<file path="config.mk">
export PLATFORM = sky130hd
export DESIGN_NAME = fifo_rd_stream
export DESIGN_NICKNAME = d
export VERILOG_FILES = /design/src/rtl/fifo_rd_stream.sv
export SDC_FILE = /design/constraint.sdc
export NUM_CORES = 1
export LEC_CHECK = 0
export ABC_AREA = 1
export BUFFER_PORTS_ARGS = -buffer_cell sky130_fd_sc_hd__buf_2
export CORE_ASPECT_RATIO = 0.5
export CORE_MARGIN = 3
export CORE_UTILIZATION = 35
export CTS_BUF_LIST = sky130_fd_sc_hd__clkbuf_8
export CTS_CLUSTER_DIAMETER = 200
export DETAILED_ROUTE_END_ITERATION = 7
export GPL_ROUTABILITY_DRIVEN = 0
export SYNTH_ARGS = -nofsm -noshare
export SYNTH_HDL_FRONTEND = slang
export SYNTH_SLANG_ARGS = --single-unit
</file>
<file path="constraint.sdc">
create_clock -name clk -period 4.2 [get_ports clk]
set_input_delay 0.21 -clock clk [delete_from_list [all_inputs] [get_ports clk]]
set_output_delay 0.21 -clock clk [all_outputs]
set_load 0.05 [all_outputs]
</file>
<file path="src/rtl/fifo_rd_stream.sv">
// rtl/fifo_rd_stream.sv - Read-side drain stage: FIFO read port to valid/ready stream
// Three-entry elastic buffer; read issue depends only on registered state, i_empty and rst.
module fifo_rd_stream #(
    parameter int P_DATA_W = 8
) (
    input  logic                clk,
    input  logic                rst,
    input  logic                i_empty,
    output logic                o_r_en,
    input  logic [P_DATA_W-1:0] i_rd_data,
    output logic                o_valid,
    input  logic                i_ready,
    output logic [P_DATA_W-1:0] o_data,
    output logic [1:0]          o_level
);
    logic [P_DATA_W-1:0] data_buf [3];
    logic [1:0]          wr_idx;
    logic [1:0]          rd_idx;
    logic [1:0]          count;
    logic                pend;
    logic                pop;
    logic [2:0]          in_flight;

    function automatic logic [1:0] next_idx(input logic [1:0] idx);
        return (idx == 2'd2) ? 2'd0 : idx + 2'd1;
    endfunction

    // A read is only issued if the word it returns is guaranteed a free slot.
    assign in_flight = {1'b0, count} + {2'b00, pend};
    assign o_r_en    = !rst && !i_empty && (in_flight < 3'd3);
    assign o_valid   = (count != 2'd0);
    assign pop       = o_valid && i_ready;
    assign o_level   = count;

    always_comb begin
        case (rd_idx)
            2'd0:    o_data = data_buf[0];
            2'd1:    o_data = data_buf[1];
            default: o_data = data_buf[2];
        endcase
    end

    always_ff @(posedge clk) begin
        if (rst) begin
            for (int i = 0; i < 3; i++) begin
                data_buf[i] <= '0;
            end
            wr_idx <= 2'd0;
            rd_idx <= 2'd0;
            count  <= 2'd0;
            pend   <= 1'b0;
        end else begin
            pend <= o_r_en;
            // Read data arrives one cycle after the enable; capture it unconditionally.
            if (pend) begin
                case (wr_idx)
                    2'd0:    data_buf[0] <= i_rd_data;
                    2'd1:    data_buf[1] <= i_rd_data;
                    default: data_buf[2] <= i_rd_data;
                endcase
                wr_idx <= next_idx(wr_idx);
            end
            if (pop) begin
                rd_idx <= next_idx(rd_idx);
            end
            count <= count + {1'b0, pend} - {1'b0, pop};
        end
    end

endmodule

</file>
==> metrics, run 1 <==
remaining antenna violation count after routing=0; IR drop worst, VDD=0.282 mV; fillcell total=358; clk sinks=31; via count of the routed design=926; met2 Resource Use GR=18.1%; Net count, final=178; quantity of hold-fixing buffers added after cts=0; via count of the first global-routing pass=862; Min-Delay Path Class=in2reg; CTS-repair resized insts=0; startpoint kind of the worst setup timing path=flip-flop; worst hold slack across all endpoints=106 ps; initial antenna violation count=0; required time worst endpoint=3990 ps; count of input and output buffers=23; final-report max-slew violation count=0; most congested layer reported by global routing=met2; sum of routed wire length over all layers=2320 um; mapped cell area=1370 sq um; crit path kind=reg2out; RSZ-0062 raised after global routing=false; post-CTS clock slew at the launch and capture registers of the worst setup and hold paths=70 ps; CTS root buffer=clkbuf_8; top cells by area in the synthesized netlist=edfxtp_1, dfxtp_1, nand2_1, inv_1, ha_1; total power per unit cell area=655 nW/um^2; data arrival at the endpoint of the critical path=1660 ps; maximum number of pins on one net before global-route repair=11; synthesis warning total=0; maximum clock rate=0.534 GHz; I/O pin count=24; net count after synthesis=149; Final min period=1870 ps; initial cell density of the core=38.1%; CTS max path bufs=2; most common cell after layout, fill and taps aside=nand2_1; fraction of post-synthesis cell area in the top cell type by area=52.8%; setup-violating endpoint count in the final report=0; Vert. Die Dim=50.2 um; Synth cell types=19; cell accounting for the most synthesized area=edfxtp_1; final instance area=1640 sq um; Wirelength per Cell=10.8 um; Global Route Usage Sum=11.1%; cts bufs inserted=5; number of H-tree levels=2; pin slew with the least headroom to its limit=1070 ps; top library cells by usage in the layout, fill and taps aside=nand2_1, edfxtp_1, buf_2, inv_1, nor2_1; cells after synthesis=133; Post-CTS Repair Setup Buffers=0; area after detailed placement=1530 sq um; outcome=completed; fin crit share=44.6%; met3 Resource Use GR=5.24%; number of hold violations in the final report=0; row count=15; Critical Path End Type=output pin; clock tree from TritonCTS=yes; number of flip-flops and latches in the synthesized netlist=31; Area Growth Syn to Fin=20.2%; Rel. slew slack=28.2%; Detailed Place HPWL=1670 um; GR Util met1=13.5%; clock latency at the later pin of the worst-skew pair=270 ps; setup tns final=0 ps; share of post-route cells with drive strength above 1=25.2%; Leak Pwr=0.000761 uW; crit-path max FO=5; Inst Count DP=206; Seq/Total Area, Yosys=63.1%; mean number of vias per cell=4.33; Setup Skew=3.01 ps; Mapped Avg Cell Area=10.3 sq um; wire length of the first global-routing pass=3910 um; fin cells=214; First-pass DRT Iterations=4; die boundary width=94.3 um; Antenna Diode Count=0; # DRC=0; area of the die=4730 sq um; global route overflow=0; overall power after layout=1070 uW; number of max-capacitance violations reported=0; standard cell core area=3580 sq um; number of DRC markers in iteration 0=68
==> cell usage after synthesis <==
| cell type | instances |
|---|---|
| nand2_4 | 2 |
| nor2_1 | 13 |
| dfxtp_1 | 7 |
| nor2_8 | 1 |
| ha_1 | 4 |
| nor4_1 | 2 |
| a21oi_1 | 3 |
| nand3_1 | 10 |
| buf_6 | 1 |
| o21ai_1 | 1 |
| edfxtp_1 | 24 |
| nand3_2 | 1 |
| inv_2 | 1 |
| inv_4 | 1 |
| inv_6 | 1 |
| o21ai_0 | 1 |
| inv_1 | 19 |
| nand2_1 | 37 |
| nor2_2 | 4 |
==> where the power goes <==
group          leakage, uW  internal (uW)  switching (uW)
clock network    0.0000556            173             107
registers         0.000308            369            36.0
logic             0.000398           95.7             294
total             0.000761            638             436
==> layout make-up <==
class                   count  area [sq um]  share of cell area [%]
flip-flops and latches     31           861                    52.5
multi-input cells          79           403                    24.6
repair buffers             23           115                    7.02
inverters                  22          90.1                    5.49
clock buffers               5          68.8                    4.20
well taps                  51          63.8                    3.89
clock inverters             3          38.8                    2.36
==> through the flow <==
step | utilization, % | setup WS [ps]
CTS | 45.8 | 2300
floorplan | - | 1310
finish | 45.8 | 2330
global route | 45.8 | 2190
detailed placement | 42.8 | 2390
global placement | 42.8 | 2440
==> critical path, cell delays in order (launching register included) <==
cell and delay, ps:
dfxtp_1 440, ha_1 190, ha_1 220, nand2_1 60, inv_1 40, nor4_1 140
buf_2 300
==> layer usage <==
| metal | vias up | part of all wire (%) |
|---|---|---|
| met1 | 413 | 45 |
| met3 | 2 | 6.3 |
| li1 | 491 | - |
| met4 | 0 | 0.65 |
| met5 | - | 0 |
| met2 | 20 | 47 |
==> path summary, 6_finish.rpt <==
| check | startpoint | to | slack (ps) | cells after the start |
|---|---|---|---|---|
| setup reg to reg | pend | data_buf[0][18] | 2400 | 2 |
| hold / removal | i_empty | pend | 110 | 2 |
| setup / recovery | pend | o_r_en | 2330 | 6 |
| hold reg to reg | wr_idx[0] | wr_idx[0] | 490 | 2 |
==> cell families after synthesis <==
kind of cell / after synthesis / share of synthesized area, %
AOI/OAI and AO/OA: 5 / 1.83
and+or+nand+nor: 70 / 24.0
DFF: 31 / 63.1
adders and majority gates: 4 / 3.67
buffers and inverters: 23 / 7.42
==> registers in the layout, indices dropped and copies added, names as in the netlist <==
signal    count
data_buf     24
wr_idx        2
rd_idx        2
o_level       2
pend          1
Power figures use the tool's default switching activity.
==> inputs of run 2 (changes only) <==
==> constraint.sdc (replaced) <==
create_clock -name clk -period 1.9 [get_ports clk]
set_input_delay 0.095 -clock clk [delete_from_list [all_inputs] [get_ports clk]]
set_output_delay 0.095 -clock clk [all_outputs]
set_load 0.05 [all_outputs]
==> metrics, run 2 (synthesis results as in run 1) <==
crit path kind=reg2out; Detailed Place HPWL=1670 um (-0.45%); Final min period=1770 ps; crit-path max FO=5 (unchanged); remaining antenna violation count after routing=0 (unchanged); Critical Path End Type=output pin; share of post-route cells with drive strength above 1=26.2% (+1.1 points); CTS max path bufs=2 (unchanged); cts bufs inserted=5 (unchanged); number of DRC markers in iteration 0=32 (-53%); via count of the routed design=908 (-1.9%); wire length of the first global-routing pass=3980 um (+1.8%); multi-input logic area=418 sq um (+3.7%); top library cells by usage in the layout, fill and taps aside=nand2_1, edfxtp_1, buf_2, inv_1, nor2_1; Global Route Usage Sum=11.5% (+0.40 points); Final Util=45.8% (+0.070 points); maximum clock rate=0.566 GHz; worst hold slack across all endpoints=30.4 ps (-75.9 ps); maximum number of pins on one net before global-route repair=10 (-1); Antenna Diode Count=0 (unchanged); required time worst endpoint=1800 ps (-2190 ps); Min-Delay Path Class=in2reg; First-pass DRT Iterations=4 (unchanged); via count of the first global-routing pass=861 (-0.12%); number of H-tree levels=2 (unchanged); startpoint kind of the worst setup timing path=flip-flop; sum of routed wire length over all layers=2340 um (+0.99%); global route overflow=0 (unchanged); die boundary width=94.3 um (unchanged); outcome=completed; Storage cell area=861 sq um (unchanged); row count=15 (unchanged); Setup Skew=5.74 ps (+2.73 ps); fin cells=215 (+0.47%); Area Growth Syn to Fin=20.3%; # DRC=0 (unchanged); clock latency at the later pin of the worst-skew pair=270 ps (about the same); overall power after layout=2250 uW (+110%); I/O pin count=24 (unchanged); most common cell after layout, fill and taps aside=nand2_1; count of input and output buffers=23 (unchanged); sequential fraction of design power=39.3% (+1.6 points); Biggest register=data_buf; pin slew with the least headroom to its limit=374 ps (-692 ps); CTS root buffer=clkbuf_8; mean number of vias per cell=4.22 (-2.4%); number of hold violations in the final report=0 (unchanged); Wirelength per Cell=10.9 um (+0.52%); clk sinks=31 (unchanged); initial antenna violation count=0 (unchanged); clock tree from TritonCTS=yes; post-CTS clock slew at the launch and capture registers of the worst setup and hold paths=60 ps (about the same); RSZ-0062 raised after global routing=false; setup tns final=0 ps (unchanged); Inst Count DP=208 (+0.97%); number of max-capacitance violations reported=0 (unchanged); max reg flops=24 (unchanged); switching fraction of total power=42.8% (+2.2 points); fillcell total=342 (-4.5%); setup-violating endpoint count in the final report=0 (unchanged); Net count, final=180 (+1.1%); P_int=1280 uW (+100%); power spent charging and discharging nets=963 uW (+120%); area of the die=4730 sq um (unchanged); standard cell core area=3580 sq um (unchanged); combinational power share=40.2% (+4.0 points); data arrival at the endpoint of the critical path=1670 ps (about the same); Leak Pwr=0.000759 uW (-0.21%); initial cell density of the core=38.1% (unchanged); final-report max-slew violation count=0 (unchanged); IR drop worst, VDD=0.531 mV (+88%); clock share of power=20.5% (-5.6 points); total power per unit cell area=1370 nW/um^2 (+110%); Rel. slew slack=75.0% (+47 points); Vert. Die Dim=50.2 um (unchanged); quantity of hold-fixing buffers added after cts=0 (unchanged); fin crit share=93.0%
==> run 2: changes by cell type in the layout (fill, tap and decap cells not counted) <==
cell       before  now
clkbuf_4        0    1
buf_2          23   22
nor4_4          0    1
bufinv_16       1    0
buf_4           0    2
nor4_1          2    1
==> run 2: power groups by stage <==
stage	sequential [uW]	combinational (uW)	clock [uW]
after floorplan	937	670	0
after global routing	895	993	511
after detailed placement	900	919	0
after global placement	896	905	0
final	884	902	462
after CTS	885	921	476
==> run 2: worst paths after layout <==
path              startpoint         end  slack (ps)  depth (start not counted)
setup / recovery        pend      o_r_en         130                          6
hold reg to reg    wr_idx[0]   wr_idx[0]         480                          2
setup reg to reg  o_level[1]  o_level[1]         410                         10
hold / removal       i_empty        pend          30                          2
==> run 2: what timing repair did <==
| item | CTS | global route |
|---|---|---|
| endpoints found under the setup margin | 0 | 1 |
| setup buffers | 0 | 0 |
| gates resized for setup | 0 | 1 |
==> run 2: worst max-delay path, cell delays in order, from the launching register on <==
cell and delay [ps]:
dfxtp_1 450, ha_1 210, ha_1 230, nand2_1 70
inv_1 60, nor4_4 110, clkbuf_4 260
==> run 2: routing by layer <==
layer / GRT usage (%) / wire (um)
met3: 4.79 / 121
met1: 13.0 / 1000
met5: 0 / 0
met2: 18.8 / 1170
met4: 5.76 / 51
==> run 2: final cells by class <==
class | instances | area share (%)
Clock inverter | 2 | 0.533
Tap cell | 51 | 3.88
Multi-Input combinational cell | 79 | 25.4
Sequential cell | 31 | 52.4
Timing Repair Buffer | 25 | 8.07
Clock buffer | 5 | 4.19
Inverter | 22 | 5.48
==> run 2: stage by stage <==
step / setup WS [ps] / instance area [sq um]
after floorplan: 16.2 / 1380
after global placement: 468 / 1560
after detailed placement: 381 / 1560
after CTS: 72.1 / 1640
after global routing: 19.4 / 1640
final: 133 / 1640
